$ cat src/rtl/sin_nco_pkg.sv
// Shared constants for the sine NCO / delta-sigma DAC.
// Quarter-wave sine table, round(32768 + 32767*sin(2*pi*k/256)) for k = 0..64.
package sin_nco_pkg;

   localparam int D_W    = 16;
   localparam int D_CT   = 256;
   localparam int D_BITS = 8;
   localparam int DIV_W  = 16;
   localparam int Q_CT   = D_CT / 4;

   localparam logic [D_W-1:0] MID = 16'h8000;

   localparam logic [D_W-1:0] SIN_QTR [Q_CT+1] = '{
      16'd32768, 16'd33572, 16'd34376, 16'd35178,
      16'd35980, 16'd36779, 16'd37576, 16'd38370,
      16'd39161, 16'd39947, 16'd40730, 16'd41507,
      16'd42280, 16'd43046, 16'd43807, 16'd44561,
      16'd45307, 16'd46047, 16'd46778, 16'd47500,
      16'd48214, 16'd48919, 16'd49614, 16'd50298,
      16'd50972, 16'd51636, 16'd52287, 16'd52927,
      16'd53555, 16'd54171, 16'd54773, 16'd55362,
      16'd55938, 16'd56499, 16'd57047, 16'd57579,
      16'd58097, 16'd58600, 16'd59087, 16'd59558,
      16'd60013, 16'd60451, 16'd60873, 16'd61278,
      16'd61666, 16'd62036, 16'd62389, 16'd62724,
      16'd63041, 16'd63339, 16'd63620, 16'd63881,
      16'd64124, 16'd64348, 16'd64553, 16'd64739,
      16'd64905, 16'd65053, 16'd65180, 16'd65289,
      16'd65377, 16'd65446, 16'd65496, 16'd65525,
      16'd65535
   };

   function automatic logic [DIV_W-1:0] div_limit(
      input logic [DIV_W-1:0] div
   );
      return (div == '0) ? '0 : div - DIV_W'(1);
   endfunction

endpackage

$ cat src/rtl/sin_lut_rom.sv
// Sine table lookup, idx -> registered offset-binary sample.
// Quarter-wave storage: second half is the two's complement of the first.
module sin_lut_rom
   import sin_nco_pkg::*;
#(
   parameter bit             FORCE_EN  = 1'b0,
   parameter logic [D_W-1:0] FORCE_VAL = '0
) (
   input  logic              clk,
   input  logic              rst_n,
   input  logic [D_BITS-1:0] idx,
   output logic [D_W-1:0]    sample
);

   localparam logic [D_BITS-2:0] ONE_P = 1;
   localparam logic [D_W-1:0]    ONE_S = 1;

   logic [D_BITS-2:0] ph;
   logic [D_BITS-2:0] k;
   logic [D_W-1:0]    q;
   logic [D_W-1:0]    val;

   always_comb begin
      ph  = idx[D_BITS-2:0];
      k   = ph[D_BITS-2] ? (~ph + ONE_P) : ph;
      q   = SIN_QTR[k];
      // 65536 - q; q is never zero so no wrap issue
      val = idx[D_BITS-1] ? (~q + ONE_S) : q;
   end

   always_ff @(posedge clk or negedge rst_n) begin
      if (!rst_n) sample <= MID;
      else        sample <= FORCE_EN ? FORCE_VAL : val;
   end

endmodule

$ cat src/rtl/sin_nco_ds_dac.sv
// Sine DDS: divided phase counter, sine ROM, first-order delta-sigma 1-bit DAC.
// Output frequency = f_clk / (max(nco_div,1) * D_CT).
module sin_nco_ds_dac
   import sin_nco_pkg::*;
#(
   parameter bit             FORCE_EN  = 1'b0,
   parameter logic [D_W-1:0] FORCE_VAL = '0
) (
   input  logic             clk,
   input  logic             rst_n,
   input  logic [DIV_W-1:0] nco_div,
   output logic [D_W-1:0]   nco_out,
   output logic             ncoovfsync,
   output logic             mod_dout
);

   logic [DIV_W-1:0]  div_cnt;
   logic [DIV_W-1:0]  div_max;
   logic              step;
   logic [D_BITS-1:0] idx;
   logic [D_W-1:0]    acc;
   logic [D_W:0]      sum;

   assign div_max = div_limit(nco_div);
   // >= lets a lowered nco_div step at once instead of wrapping
   assign step    = (div_cnt >= div_max);
   assign sum     = {1'b0, acc} + {1'b0, nco_out};

   always_ff @(posedge clk or negedge rst_n) begin
      if (!rst_n) begin
         div_cnt    <= '0;
         idx        <= '0;
         ncoovfsync <= 1'b0;
      end else begin
         div_cnt    <= step ? '0 : div_cnt + DIV_W'(1);
         ncoovfsync <= step && (idx == '1);
         if (step) idx <= idx + D_BITS'(1);
      end
   end

   always_ff @(posedge clk or negedge rst_n) begin
      if (!rst_n) begin
         acc      <= '0;
         mod_dout <= 1'b0;
      end else begin
         acc      <= sum[D_W-1:0];
         mod_dout <= sum[D_W];
      end
   end

   sin_lut_rom #(
      .FORCE_EN  (FORCE_EN),
      .FORCE_VAL (FORCE_VAL)
   ) u_rom (
      .clk    (clk),
      .rst_n  (rst_n),
      .idx    (idx),
      .sample (nco_out)
   );

endmodule

$ cat config.mk
export PLATFORM = sky130hd
export DESIGN_NAME = sin_nco_ds_dac
export DESIGN_NICKNAME = d
export VERILOG_FILES = /design/src/rtl/sin_nco_pkg.sv /design/src/rtl/sin_lut_rom.sv /design/src/rtl/sin_nco_ds_dac.sv
export SDC_FILE = /design/constraint.sdc
export NUM_CORES = 1
export LEC_CHECK = 0
export CORE_UTILIZATION = 35
export DETAILED_ROUTE_END_ITERATION = 16
export MAX_ROUTING_LAYER = met4
export PLACE_DENSITY = 0.62
export SETUP_SLACK_MARGIN = 0.4
export SYNTH_ARGS = -nofsm -noshare
export SYNTH_HDL_FRONTEND = slang
export SYNTH_SLANG_ARGS = --single-unit
$ cat constraint.sdc
create_clock -name clk -period 4.3 [get_ports clk]
set_clock_uncertainty 0.1 [all_clocks]
set_input_delay 0.645 -clock clk [delete_from_list [all_inputs] [get_ports clk]]
set_output_delay 0.645 -clock clk [all_outputs]
set_load 0.05 [all_outputs]
* Yosys cells after proc, flatten, opt, wreduce, memory -nomap -nowiden
Memory sizes are Yosys's and may differ from the RTL's.
Cells that the tools add are included.
** Storage, ports and cells
- Input bits :: 18
- Word-level logic and storage cells :: 27
- Register bits after elaboration :: 58
- Bits in read-only memories :: 2048
- Memories :: 1
** Operators by class
- Reduce and logical (&&, ||, !) cells :: 2
- Magnitude comparators :: 2
- Muxes and demuxes :: 6
- $add $sub $neg :: 6
- Bitwise logic cells :: 3
- Equality and inequality tests :: 1
** Memories
- (name not given) :: depth 128, bits a word 16, rd ports 1, clocked after memory_dff 0, write ports 0, RTL line sin_lut_rom.sv:26 : q = SIN_QTR[k];
** Operators with widths (count)
- 16-bit 2-to-1 mux :: 5
- 16-bit by 1-bit adder with 16-bit output (second input constant) :: 2
- 16-bit by 16-bit adder with 17-bit output :: 1
- 16-bit greater-or-equal comparator :: 1
- 16-bit zero test :: 1
- 16-bit NOT :: 1
- 16-bit by 1-bit subtractor with 16-bit output (second input constant) :: 1
- 8-bit by 1-bit adder with 8-bit output (second input constant) :: 1
- 8-bit equality test (second input constant) :: 1
- 8-bit greater-or-equal comparator (second input constant) :: 1
- 7-bit NOT with 8-bit output :: 1
- 7-bit by 1-bit adder with 7-bit output (second input constant) :: 1
- 7-bit 2-to-1 mux :: 1
- 7-bit NOT :: 1
- 1-bit logical AND :: 1

* Depth between registers and ports, before layout
Gate-level depths: netlist (run 1).
- Word-level depth :: 10
- Gate-level depth with buffers :: 21
- Gate-level depth less buffers :: 18

* Cells and area by module
Synthesis (run 1) repeated with hierarchy kept, for this count alone.
** Second synthesis, totals
- Cells, all modules :: 702
- Area, all modules :: 5779.3 µm²
** By module, submodules not included
- sin_nco_ds_dac :: area an instance 2984.1 µm², cells an instance 320, sequential area each 1051.0 µm², times used 1
- sin_lut_rom :: area an instance 2795.2 µm², cells an instance 382, sequential area each 401.6 µm², times used 1

* Worst setup path before layout (run 1)
Ideal clock, no wire load.
- Kind :: register to register
- Start point :: register idx[0]
- End point :: register u_rom.sample[12]
- Arrival time :: 4.404 ns
- Cell stages (with the launch flop) :: 22
- Library setup time :: 0.080 ns
- Slack :: -0.284 ns
- Cells stage by stage :: dfrtp_1 buf_2 inv_1 clkbuf_1 ha_1 nand2_1 nand2_1 inv_2 ha_1 clkbuf_1 inv_1 o311a_1 o21a_1 a2111oi_4 o221ai_2 a21oi_1 ha_1 inv_1 a21oi_1 nand4b_1 o31ai_1 xnor2_1
** On the way
- Longest elaborated chain between the ends :: 10
** RTL lines
- start: declaration :: RTL line sin_nco_ds_dac.sv:20 : logic [D_BITS-1:0] idx;
- start signal: assignment :: RTL line sin_nco_ds_dac.sv:37 : if (step) idx <= idx + D_BITS'(1);
- 7-bit NOT :: RTL line sin_lut_rom.sv:25 : k = ph[D_BITS-2] ? (~ph + ONE_P) : ph;
- 7-bit by 1-bit adder with 7-bit output :: RTL line sin_lut_rom.sv:25
- 7-bit 2-to-1 mux * :: RTL line sin_lut_rom.sv:25
- 7-bit NOT with 8-bit output (not written as such) * :: RTL line sin_lut_rom.sv:26
- memory 128 x 16 bit *
- 16-bit 2-to-1 mux (not written as such) * (2 in a row) :: RTL line sin_lut_rom.sv:26
- 16-bit NOT :: RTL line sin_lut_rom.sv:28 : val = idx[D_BITS-1] ? (~q + ONE_S) : q;
- 16-bit by 1-bit adder with 16-bit output :: RTL line sin_lut_rom.sv:28
- 16-bit 2-to-1 mux * :: RTL line sin_lut_rom.sv:28
- via u_rom.val[12] :: RTL line sin_lut_rom.sv:21 : logic [D_W-1:0] val;
- end signal: assignment :: RTL line sin_lut_rom.sv:33 : else sample <= FORCE_EN ? FORCE_VAL : val;
- end: declaration :: RTL line sin_lut_rom.sv:12 : output logic [D_W-1:0] sample
The timed path passes the listed nets; every way through them passes the cells marked *. The select of a mux whose other input is x is not followed.
A chain may end at the register's enable or synchronous reset.

* Worst setup path after layout (run 1)
- Start point :: input nco_div[6]
- End point :: register idx[7]
** On the way
- Longest elaborated chain between the ends :: 3
- Elaborated cells on any way between the ends :: 4
** RTL lines
- start: declaration :: RTL line sin_nco_ds_dac.sv:11 : input logic [DIV_W-1:0] nco_div,
- 16-bit by 1-bit subtractor with 16-bit output or 16-bit zero test (tied branches) :: RTL line sin_nco_pkg.sv:36 : return (div == '0) ? '0 : div - DIV_W'(1);
- 16-bit 2-to-1 mux * :: RTL line sin_nco_pkg.sv:36
- 16-bit greater-or-equal comparator * :: RTL line sin_nco_ds_dac.sv:26 : assign step = (div_cnt >= div_max);
Every way passes the cells marked *; elsewhere a longest branch is shown, timed or not.

==> results of run 1 <==
per-layer routing:
metal / share of wire (%) / global-route usage, %
met3: 6.2 / 3.54
met5: 0 / -
met2: 44 / 28.2
met1: 48 / 26.7
met4: 2.0 / 6.22
synthesized netlist by cell type (all sizes together), types with 5 or more instances:
master,count,area (sq um)
a2111oi,5,62.6
nand2b,8,50.1
nand3,33,165
a21oi,31,159
nor2b,5,31.3
a21o,16,120
o2111ai,5,43.8
xor2,31,272
xnor2,35,333
and3,9,56.3
inv,29,109
a211oi,6,62.6
or3,6,37.5
nand2,62,233
buf,23,171
nand4,8,56.3
nor4,6,37.5
o21ai,40,200
and2,7,43.8
nor2,49,191
ha,51,638
a31oi,10,68.8
nor3,28,145
clkbuf,23,86.3
o31ai,10,93.8
dfrtp,57,1430
o211ai,11,82.6
a211o,6,52.6
o221ai,8,76.3
cell usage in the layout (no fill, tap or decap), types with 4 or more instances in the layout:
| master | netlist | final |
|---|---|---|
| nand2_1 | 62 | 59 |
| dfrtp_1 | 57 | 55 |
| ha_1 | 51 | 48 |
| nor2_1 | 46 | 45 |
| buf_4 | 0 | 38 |
| o21ai_0 | 38 | 34 |
| nand3_1 | 33 | 33 |
| xnor2_1 | 33 | 32 |
| xor2_1 | 31 | 31 |
| a21oi_1 | 30 | 28 |
| clkdlybuf4s50_1 | 0 | 28 |
| nor3_1 | 27 | 27 |
| inv_1 | 26 | 24 |
| a21o_1 | 16 | 16 |
| o211ai_1 | 11 | 11 |
| clkbuf_16 | 0 | 10 |
| a31oi_1 | 9 | 9 |
| and3_1 | 9 | 8 |
| o31ai_1 | 8 | 7 |
| nand4_1 | 7 | 7 |
| o221ai_1 | 7 | 7 |
| nor4_1 | 6 | 6 |
| and2_1 | 7 | 6 |
| nand2b_1 | 8 | 6 |
| o21ai_1 | 2 | 6 |
| nor2b_1 | 5 | 5 |
| a211o_1 | 6 | 5 |
| o2111ai_1 | 5 | 5 |
| nand4b_1 | 4 | 4 |
| or3_1 | 6 | 4 |
| inv_2 | 3 | 4 |
| a211oi_1 | 4 | 4 |
| mux2i_1 | 4 | 4 |
| buf_2 | 14 | 4 |
worst max-delay path: cells and delay by family:
kind                       cells  cell delay [ns]
AOI/OAI and AO/OA              5             0.72
adders and majority gates      1             0.30
and+or+nand+nor                9             2.09
buffers and inverters          1             0.09
xor gates and xnor gates       1             0.13
through the flow:
| step | worst slack, ns | hold slack, ns | instance area (sq um) | utilization, % |
|---|---|---|---|---|
| after floorplan | 0.163 | 0.249 | 5850 | - |
| after global placement | -0.195 | 0.353 | 6460 | 40.4 |
| after detailed placement | -0.279 | 0.361 | 6460 | 40.4 |
| after CTS | 0.304 | 0.236 | 6830 | 42.7 |
| after global routing | 0.273 | 0.269 | 6980 | 43.6 |
| final | 0.399 | 0.208 | 6980 | 43.6 |
kinds of logic (layout without fill, tap and decap cells):
family / count (synthesis) / after routing / share of synthesized area, %
compound gates: 186 / 186 / 23.9
xor+xnor: 66 / 66 / 10.4
fa+ha+maj: 52 / 52 / 11.4
buf+inv: 75 / 125 / 6.33
flops: 58 / 58 / 25.1
mux: 8 / 8 / 1.66
simple gates: 242 / 242 / 21.2
state kept, by name, summed over array words and instances (netlist names):
register,count
acc,16
div_cnt,16
u_rom.sample,16
idx,8
ncoovfsync,1
mod_dout,1
power by group through the flow:
stage	Sequential, W	Clock [W]	Combinational, W
2_1_floorplan	0.000901	0	0.00109
3_3_place_gp	0.000805	0	0.00155
3_5_place_dp	0.000806	0	0.00155
4_1_cts	0.000800	0.000777	0.00157
5_1_grt	0.000815	0.000806	0.00177
6_report	0.000798	0.000763	0.00160
timing repair:
item,in CTS,in global routing
setup endpoints to repair,28,34
setup buffers,4,5
resized for setup,18,24
pin swaps,13,16
cloned,1,1
layout make-up:
| cell class | count | area [sq um] | share of cell area (%) |
|---|---|---|---|
| flip-flops and latches | 58 | 1460 | 20.9 |
| inverters | 29 | 111 | 1.60 |
| well taps | 216 | 270 | 3.87 |
| repair buffers | 80 | 742 | 10.6 |
| clock inverters | 4 | 76.3 | 1.09 |
| multi-input cells | 554 | 4080 | 58.4 |
| clock buffers | 12 | 246 | 3.53 |
worst paths after layout:
check	endpoint	slack, ns	depth (start not counted)
worst max-delay path	idx[7]$_DFFE_PN0P_	0.40	17
worst min-delay path	acc[5]$_DFF_PN0_	0.21	1
worst max register to register	u_rom.sample[12]$_DFF_PN0_	0.57	18
worst min register to register	acc[0]$_DFF_PN0_	0.37	1
max in group asynchronous	idx[6]$_DFFE_PN0P_	3.04	2
min in group clk	acc[0]$_DFF_PN0_	0.37	1
==> metrics.md, run 1 <==
| Metric | Value |
|---|---|
| Number of DRC markers after the initial detailed-route iteration | slightly above 600 |
| Logic pwr share | around half |
| Post-synth top flop | dfrtp_1 |
| DR vias/cell | about 5.6 |
| CTS root buffer | clkbuf_16 |
| CP startpoint | nco_div[6] |
| Endpoint type of the worst setup path | flop |
| Final min period | 3.90 ns |
| H-tree depth | 3 |
| Placer Congestion | about 0.91 |
| DP HPWL | between 10000 and 15000 um |
| Die X | between 100 and 150 um |
| PD cells | between 400 and 500 nW/um^2 |
| TNS Setup | 0 ns |
| Vias | 5367 |
| Final setup vio count | 0 |
| Total CTS buffers | 9 |
| Worst-path clk slew | roughly 0.050 ns |
| DR DRC count | 0 |
| Final WL | 15500 um |
| Int Pwr | between 0.0015 and 0.002 W |
| Register share of total power | 25.2% |
| Hold crit path type | primary input to async pin |
| Final period util | roughly nine tenths |
| Worst slew pin tran | between 0.8 and 0.9 ns |
| Die Y | between 100 and 150 um |
| Worst-path fanout max | 4 |
| Core ar. | 16000 sq um |
| Final Hold Fails | 0 |
| Post-Syn Nets | between 700 and 800 |
| Crit path arrival time | between 3 and 4 ns |
| Rows | 46 |
| Area grow syn2layout | 20.6% |
| Worst path slowest cell | or4_4 |
| Post-Syn Instances | around 700 |
| Switch share | 39.7% |
| Setup CP Type | primary input to flop |
| Clock Path Buffers | 2 |
| Share of cells above drive strength 1 | around 16% |
| Inst Count DP | between 900 and 1000 |
| Most Frequent Cell on Critical Path | a21o_1 |
| Max Cap Viol | 0 |
| Synth cell types | roughly 90 |
| Mean post-synth cell area | 8.43 sq um |
| # port buffers | 35 |
| TritonRoute pass-1 iters | 5 |
| Largest net degree at the start of global routing | 36 |
| Non-filler cells, final | about 950 |
| Peak supply drop | around 0.23 mV |
| Starting Density | between 30% and 40% |
| Power Total | roughly 0.0032 W |
| Crit path launch type | primary input |
| Max-slew violations | 0 |
| EDFF count, synth | 0 |
| Register bit total from synthesis | 58 |
| Asr flop ratio synth | 100% |
| Antenna violations before repair | 0 |
| Status | complete, no violations |
| CP required | ~4.4 ns |
| Routed Antenna Nets | 0 |
| Nets | 802 |
| Clk Latency, worst-skew pair | approximately 0.33 ns |
| Synthesized cell area | between 5000 and 6000 sq um |
| Fillers | approximately 1600 |
| CP Cell Sequence | buf_6 > or3_4 > or4_4 > or3_4 > nor2_4 > nand4b_1 > and2_1 > ha_1 > nand2b_4 > a21o_1 > a21o_1 > a21oi_2 > o21ai_1 > a21o_1 > and3_4 > and4_1 > xor2_1 |
| CTS tree | yes |
| Drt wl/cell | roughly 16 um |
| Full die area | between 15000 and 20000 sq um |
| Overflow after GRT | 0 |
| First-pass GRT wire length | ~25000 um |
| Clock Power Share | between 20% and 30% |
| Post-CTS Hold Buffers | 0 |
| Top Ports | 36 |
| FF-to-FF Start | idx[0]$_DFFE_PN0P_ |
| # clock sinks | slightly below 60 |
| Leak | ~3.0 nW |
| Post-synthesis sequential area ratio | between 20% and 30% |
| Max_slew headroom | about two fifths |
| GRT Overall Usage | 19.3% |
| Unrepaired setup endpoints after global routing | true |
| Sw Pwr | between 0.001 and 0.0015 W |
| Peak Freq | around 260 MHz |
| Synth warn | 0 |
| Number of antenna diodes | 0 |
| Max incr delay on CP | around 0.43 ns |
| Vias in the first global route | 5002 |
Note: power is estimated with default switching activity, not from simulation.
==> inputs of run 2 (changes only) <==
- RECOVER_POWER: default -> 50
==> run 2 against run 1 <==
Compared with the run above:
- the flow now finishes with violations (max-capacitance violations, max-slew violations)
- fmax about the same
- clock power about the same
- via count increased by 0.19%
- final cell count unchanged
- hold slack improved by 0.16 ns
- combinational power about the same
- critical path depth unchanged
==> metrics.md, run 2 (same netlist as run 1, synthesis figures left out) <==
| Metric | Value |
|---|---|
| Status | complete, but fails checks |
| Failing checks | max-capacitance violations, max-slew violations |
| Inst Count DP | 926 (unchanged) |
| CP Cell Sequence | buf_6 > or3_4 > or4_4 > or3_4 > nor2_4 > nand4b_1 > and2_1 > ha_1 > nand2b_4 > a21o_1 > a21o_1 > a21oi_2 > o21ai_1 > a21o_1 > and3_4 > and4_1 > xor2_1 |
| Crit path arrival time | 3.98 ns (about the same) |
| Flop-to-flop setup slack | 0.56 ns (about the same) |
| GRT busiest layer | met2 |
| Number of DRC markers after the initial detailed-route iteration | 605 (unchanged) |
| Final period util | 90.7% (about the same) |
| Placement-stage cell area | 6460 sq um (unchanged) |
| Largest delay share family, worst path | simple AND/OR/NAND/NOR gates |
| TNS Setup | 0 ns (unchanged) |
| Peak Freq | 256 MHz (about the same) |
| Endpoint type of the worst setup path | flop |
| Placer Congestion | 0.913 (unchanged) |
| H-tree depth | 3 (unchanged) |
| Worst r2r dst | u_rom.sample[12]$_DFF_PN0_ |
| Hold path start | acc[0]$_DFF_PN0_ |
| Nets | 802 (unchanged) |
| WHS Endpoint | acc[0]$_DFF_PN0_ |
| Final min period | 3.90 ns (+0.000186 ns) |
| Met3 Use GR | 3.54% (unchanged) |
| Power Total | 0.00316 W (about the same) |
| Peak supply drop | 0.233 mV (about the same) |
| Unrepaired setup endpoints after global routing | true |
| Final WL | 15500 um (+0.19%) |
| FF-to-FF path depth | 18 (unchanged) |
| Clk Latency, worst-skew pair | 0.33 ns (about the same) |
| Vias | 5377 (+0.19%) |
| Leak | 2.97 nW (-0.21%) |
| Area grow syn2layout | 20.5% (about the same) |
| TritonRoute pass-1 iters | 5 (unchanged) |
| CTS tree | yes |
| Number of antenna diodes | 0 (unchanged) |
| Hold depth | 1 |
| Drt wl/cell | 16.3 um (+0.19%) |
| Worst-path clk slew | 0.05 ns (about the same) |
| Worst slew pin tran | 1.76 ns (+0.896 ns) |
| Overflow after GRT | 0 (unchanged) |
| CP Buf/Inv Count | 1 (unchanged) |
| CP Depth | 17 (unchanged) |
| Met2 Usage GRT | 28.2% (unchanged) |
| Max Cap Viol | 1 (+1) |
| Max-slew violations | 35 (+35) |
| DR vias/cell | 5.64 (+0.19%) |
| Full die area | 17100 sq um (unchanged) |
| Starting Density | 36.2% (unchanged) |
| First-pass GRT wire length | 25400 um (unchanged) |
| Clock Path Buffers | 2 (unchanged) |
| Commonest cells after routing, fill and taps aside | nand2_1 (59), dfrtp_1 (55), ha_1 (48) |
| Largest net degree at the start of global routing | 36 (unchanged) |
| Die Y | 131 um (unchanged) |
| Max_slew headroom | -17.6% (-59 points) |
| Max incr delay on CP | 0.43 ns (about the same) |
| GRT Overall Usage | 19.3% (unchanged) |
| Worst-path fanout max | 4 (unchanged) |
| Share of cells above drive strength 1 | 16.0% (-0.27 points) |
| Most Frequent Cell on Critical Path | a21o_1 |
| Met1 Resource Use GR | 26.7% (unchanged) |
| CTS root buffer | clkbuf_16 |
| Routed Antenna Nets | 0 (unchanged) |
| Hold crit path type | flop to flop |
| Antenna violations before repair | 0 (unchanged) |
| CP required | 4.38 ns (about the same) |
| FF-to-FF Start | idx[0]$_DFFE_PN0P_ |
| Most common cell after layout, fill and taps aside | nand2_1 |
| Top Ports | 36 (unchanged) |
| Setup CP Type | primary input to flop |
| Rows | 46 (unchanged) |
| Post-CTS Hold Buffers | 0 (unchanged) |
| # port buffers | 35 (unchanged) |
| Worst path slowest cell | or4_4 |
| Fillers | 1602 (-0.062%) |
| DP HPWL | 11200 um (unchanged) |
| Non-filler cells, final | 953 (unchanged) |
| Total CTS buffers | 9 (unchanged) |
| PD cells | 454 nW/um^2 (about the same) |
| Final Hold Fails | 0 (unchanged) |
| Core ar. | 16000 sq um (unchanged) |
| Biggest regs | acc: 16 flops, div_cnt: 16 flops, u_rom.sample: 16 flops |
| # clock sinks | 58 (unchanged) |
| Die X | 131 um (unchanged) |
| Vias in the first global route | 5002 (unchanged) |
| Final setup vio count | 0 (unchanged) |
| Post-layout instance area | 6970 sq um (about the same) |
| Crit path launch type | primary input |
| DR DRC count | 0 (unchanged) |
run 2: cell types whose count changed in the layout (fill, tap and decap cells not counted), sizes merged:
| cell | delta |
|---|---|
| buf | -2 |
| clkbuf | +2 |
run 2: power breakdown:
group          leakage, nW  internal, W  switching, W  total [W]
combinational         2.12     0.000678      0.000924    0.00160
sequential           0.694     0.000704     0.0000934   0.000798
clock                0.153     0.000524      0.000240   0.000764
run 2: cell type report:
| class | count | area, sq um | share of cell area [%] |
|---|---|---|---|
| tap | 216 | 270 | 3.88 |
| clock buffer | 12 | 246 | 3.53 |
| clock inverter | 4 | 76.3 | 1.09 |
| inverter | 29 | 111 | 1.60 |
| multi-input combinational | 554 | 4080 | 58.5 |
| timing repair buffer | 80 | 737 | 10.6 |
| sequential | 58 | 1460 | 20.9 |
run 2: how the worst max path moves through the flow:
stage	startpoint	end	slack, ns
after floorplan	nco_div[7]	idx[7]$_DFFE_PN0P_	0.16
after global placement	nco_div[7]	idx[7]$_DFFE_PN0P_	-0.20
after detailed placement	nco_div[7]	idx[7]$_DFFE_PN0P_	-0.28
after CTS	nco_div[6]	idx[7]$_DFFE_PN0P_	0.30
after global routing	nco_div[6]	idx[7]$_DFFE_PN0P_	0.27
final	nco_div[6]	idx[7]$_DFFE_PN0P_	0.40
run 2: worst register-to-register path, cell delays in order, from the launching register on:
cell       delay (ns)
dfrtp_2          0.40
inv_2            0.08
ha_4             0.22
nand2_4          0.11
nand2_2          0.08
inv_4            0.06
ha_1             0.15
inv_1            0.05
o311a_1          0.30
o21a_1           0.23
a2111oi_4        0.39
o221ai_2         0.20
a21oi_2          0.20
ha_2             0.21
inv_1            0.09
a21oi_1          0.13
nand4b_1         0.21
o31ai_2          0.32
xnor2_1          0.15
run 2: metrics by stage:
stage               worst slack [ns]  utilization (%)  hold WS (ns)
floorplan                      0.163                -         0.249
global placement              -0.195             40.4         0.353
detailed placement            -0.279             40.4         0.361
CTS                            0.304             42.7         0.236
global route                   0.273             43.6         0.399
finish                         0.398             43.6         0.367
run 2: layer usage:
metal | vias up | routed length [um]
met4 | 0 | 274
met3 | 26 | 924
met1 | 2542 | 7460
li1 | 2614 | -
met5 | - | 0
met2 | 195 | 6870
run 2: repair_timing:
action / CTS / global route
pin swaps: 13 / 16
setup endpoints to repair: 28 / 34
gates resized for setup: 18 / 24
buffers inserted: 4 / 5
cloned: 1 / 1
==> inputs of run 3 (changes only) <==
- CORE_UTILIZATION: 35 -> 52
- PLACE_DENSITY: 0.62 -> 0.82
==> run 3 against run 2 <==
Compared with the run above:
- the flow now finishes without violations
- non-clock buffer count fell by 5
- sequential share of layout area rose by 0.40 points
- clock power fell by 26%
- final area fell by 1.9%
- die area fell by 32%
- clock-buffer cell count did not move
- wire length rose by 11%
- global-route usage rose by 12 points
- critical path depth did not move
- fmax barely moved
- sequential power rose by 0.5%
- first-iteration DRC count fell by 9.3%
==> metrics.md, run 3 (same netlist as run 1, synthesis figures left out) <==
| Metric | Value |
|---|---|
| TritonRoute pass-1 iters | 5 (unchanged) |
| Critical Path Sink | idx[7]$_DFFE_PN0P_ |
| Hold slack | 0.335 ns (-0.0321 ns) |
| Commonest cells after routing, fill and taps aside | nand2_1 (59), dfrtp_1 (55), nor2_1 (45), ha_1 (45), buf_4 (35) |
| Worst-path clk slew | 0.06 ns (about the same) |
| Sw Pwr | 0.00128 W (+1.6%) |
| Fillers | 908 (-43%) |
| GRT Overall Usage | 31.0% (+12 points) |
| Power Total | 0.00302 W (-4.4%) |
| Endpoint type of the worst setup path | flop |
| Die X | 108 um (-18%) |
| Peak Freq | 256 MHz (about the same) |
| Hold crit path type | primary input to async pin |
| Core ar. | 10800 sq um (-32%) |
| Post-layout instance area | 6840 sq um (-1.9%) |
| DR DRC count | 0 (unchanged) |
| Logic pwr share | 54.7% (+4.1 points) |
| Placer Congestion | 0.974 (+6.6%) |
| Max Cap Viol | 0 (-1) |
| PD cells | 442 nW/um^2 (-2.6%) |
| Starting Density | 53.4% (+17 points) |
| Placement-stage cell area | 6340 sq um (-1.8%) |
| Worst r2r dst | u_rom.sample[13]$_DFF_PN0_ |
| Clock Path Buffers | 2 (unchanged) |
| # clock sinks | 58 (unchanged) |
| Final setup vio count | 0 (unchanged) |
| Number of DRC markers after the initial detailed-route iteration | 549 (-9.3%) |
| # port buffers | 35 (unchanged) |
| Rows | 38 (-17%) |
| Worst-path fanout max | 8 (+4) |
| Register share of total power | 26.5% (+1.3 points) |
| Drt wl/cell | 19.7 um (+21%) |
| Most common cell after layout, fill and taps aside | nand2_1 |
| Clock Power Share | 18.8% (-5.3 points) |
| Overflow after GRT | 0 (unchanged) |
| Final WS setup | 0.397 ns (-0.00117 ns) |
| Place WS | -0.274 ns (+0.00489 ns) |
| Setup CP Type | primary input to flop |
| CP startpoint | nco_div[8] |
| CTS root buffer | clkbuf_8 |
| FF+latch area | 1460 sq um (unchanged) |
| Max_slew headroom | 50.7% (+68 points) |
| H-tree depth | 3 (unchanged) |
| Int Pwr | 0.00175 W (-8.4%) |
| Crit path arrival time | 4.00 ns (+0.02 ns) |
| FF-to-FF Start | idx[0]$_DFFE_PN0P_ |
| FF-to-FF path depth | 16 (-2) |
| TNS Setup | 0 ns (unchanged) |
| Routed Antenna Nets | 0 (unchanged) |
| Final min period | 3.90 ns (+0.00117 ns) |
| Number of antenna diodes | 0 (unchanged) |
| CTS tree | yes |
| CP required | 4.39 ns (about the same) |
| First-pass GRT wire length | 27400 um (+7.7%) |
| Unrepaired setup endpoints after global routing | true |
| Die Y | 108 um (-18%) |
| Nets | 797 (-0.62%) |
| Max-slew violations | 0 (-100%) |
| Full die area | 11600 sq um (-32%) |
| Multi-input gate area | 4160 sq um (+2.1%) |
| Largest net degree at the start of global routing | 59 (+64%) |
| Status | complete, no violations |
| Vias | 5562 (+3.4%) |
| Top Ports | 36 (unchanged) |
| Antenna violations before repair | 0 (unchanged) |
| Area grow syn2layout | 18.2% |
| Clk Latency, worst-skew pair | 0.34 ns (about the same) |
| Crit path launch type | primary input |
| Final WL | 17200 um (+11%) |
| Flop-to-flop setup slack | 0.53 ns (-0.03 ns) |
| DP HPWL | 12100 um (+8.1%) |
| Biggest regs | acc: 16 flops, div_cnt: 16 flops, u_rom.sample: 16 flops |
| Final period util | 90.8% (about the same) |
| Peak supply drop | 0.393 mV (+69%) |
| Final Hold Fails | 0 (unchanged) |
| Total CTS buffers | 9 (unchanged) |
| Worst slew pin tran | 0.740 ns (-1.02 ns) |
| Switch share | 42.3% (+2.5 points) |
| Leak | 2.92 nW (-1.5%) |
| Vias in the first global route | 5384 (+7.6%) |
| DR vias/cell | 6.38 (+13%) |
| Share of cells above drive strength 1 | 17.6% (+1.6 points) |
## run 3: worst max-delay path: stages
cell,delay (ns)
buf_6,0.09
or3_4,0.37
or4_4,0.43
or3_4,0.35
nor2_2,0.08
nand4b_1,0.16
buf_6,0.19
nand2_1,0.06
ha_1,0.25
a21o_1,0.19
a21o_1,0.16
a21oi_1,0.19
o21ai_1,0.10
a21o_1,0.20
and3_4,0.20
and4_1,0.19
xor2_1,0.13
## run 3: power groups by stage
stage / combinational [W] / clock [W] / sequential, W
floorplan: 0.00109 / 0 / 0.000901
global placement: 0.00151 / 0 / 0.000802
detailed placement: 0.00157 / 0 / 0.000811
CTS: 0.00160 / 0.000577 / 0.000801
global route: 0.00181 / 0.000606 / 0.000818
finish: 0.00165 / 0.000569 / 0.000802
## run 3: cell type report
class                      count  share of cell area (%)
clock buffer                  12                    2.27
clock inverter                 4                    1.08
inverter                      29                    1.66
multi-input combinational    554                    60.8
sequential                    58                    21.3
tap                          140                    2.56
timing repair buffer          75                    10.3
## run 3: per-stage QoR
step	cells	utilization, %
2_1_floorplan	687	-
3_3_place_gp	847	58.5
3_5_place_dp	847	58.5
4_1_cts	867	61.5
5_1_grt	872	63.1
6_report	872	63.1
## run 3: how the worst min path moves through the flow
stage / start / to / slack (ns) / cells after the start
floorplan: rst_n / acc[0]$_DFF_PN0_ / 0.25 / 0
global placement: acc[0]$_DFF_PN0_ / acc[0]$_DFF_PN0_ / 0.35 / 1
detailed placement: acc[0]$_DFF_PN0_ / acc[0]$_DFF_PN0_ / 0.37 / 1
CTS: rst_n / acc[12]$_DFF_PN0_ / 0.36 / 2
global route: acc[0]$_DFF_PN0_ / acc[0]$_DFF_PN0_ / 0.40 / 1
finish: rst_n / acc[15]$_DFF_PN0_ / 0.34 / 2
## run 3: timing repair
item,in CTS,in global routing
pin swaps,12,13
hold endpoints to repair,0,0
cloned,1,0
setup buffers,3,5
gates resized for setup,24,35
setup endpoints to repair,28,36
hold buffers,0,0
## run 3: per-layer routing
layer | wire length, um | GRT usage [%] | vias to the layer above | share of wire, %
met4 | 410 | 11.6 | 0 | 2.4
met5 | 0 | - | - | 0
met3 | 1020 | 4.06 | 41 | 6.0
li1 | - | - | 2593 | -
met2 | 8260 | 49.3 | 238 | 48
met1 | 7480 | 40.3 | 2690 | 44
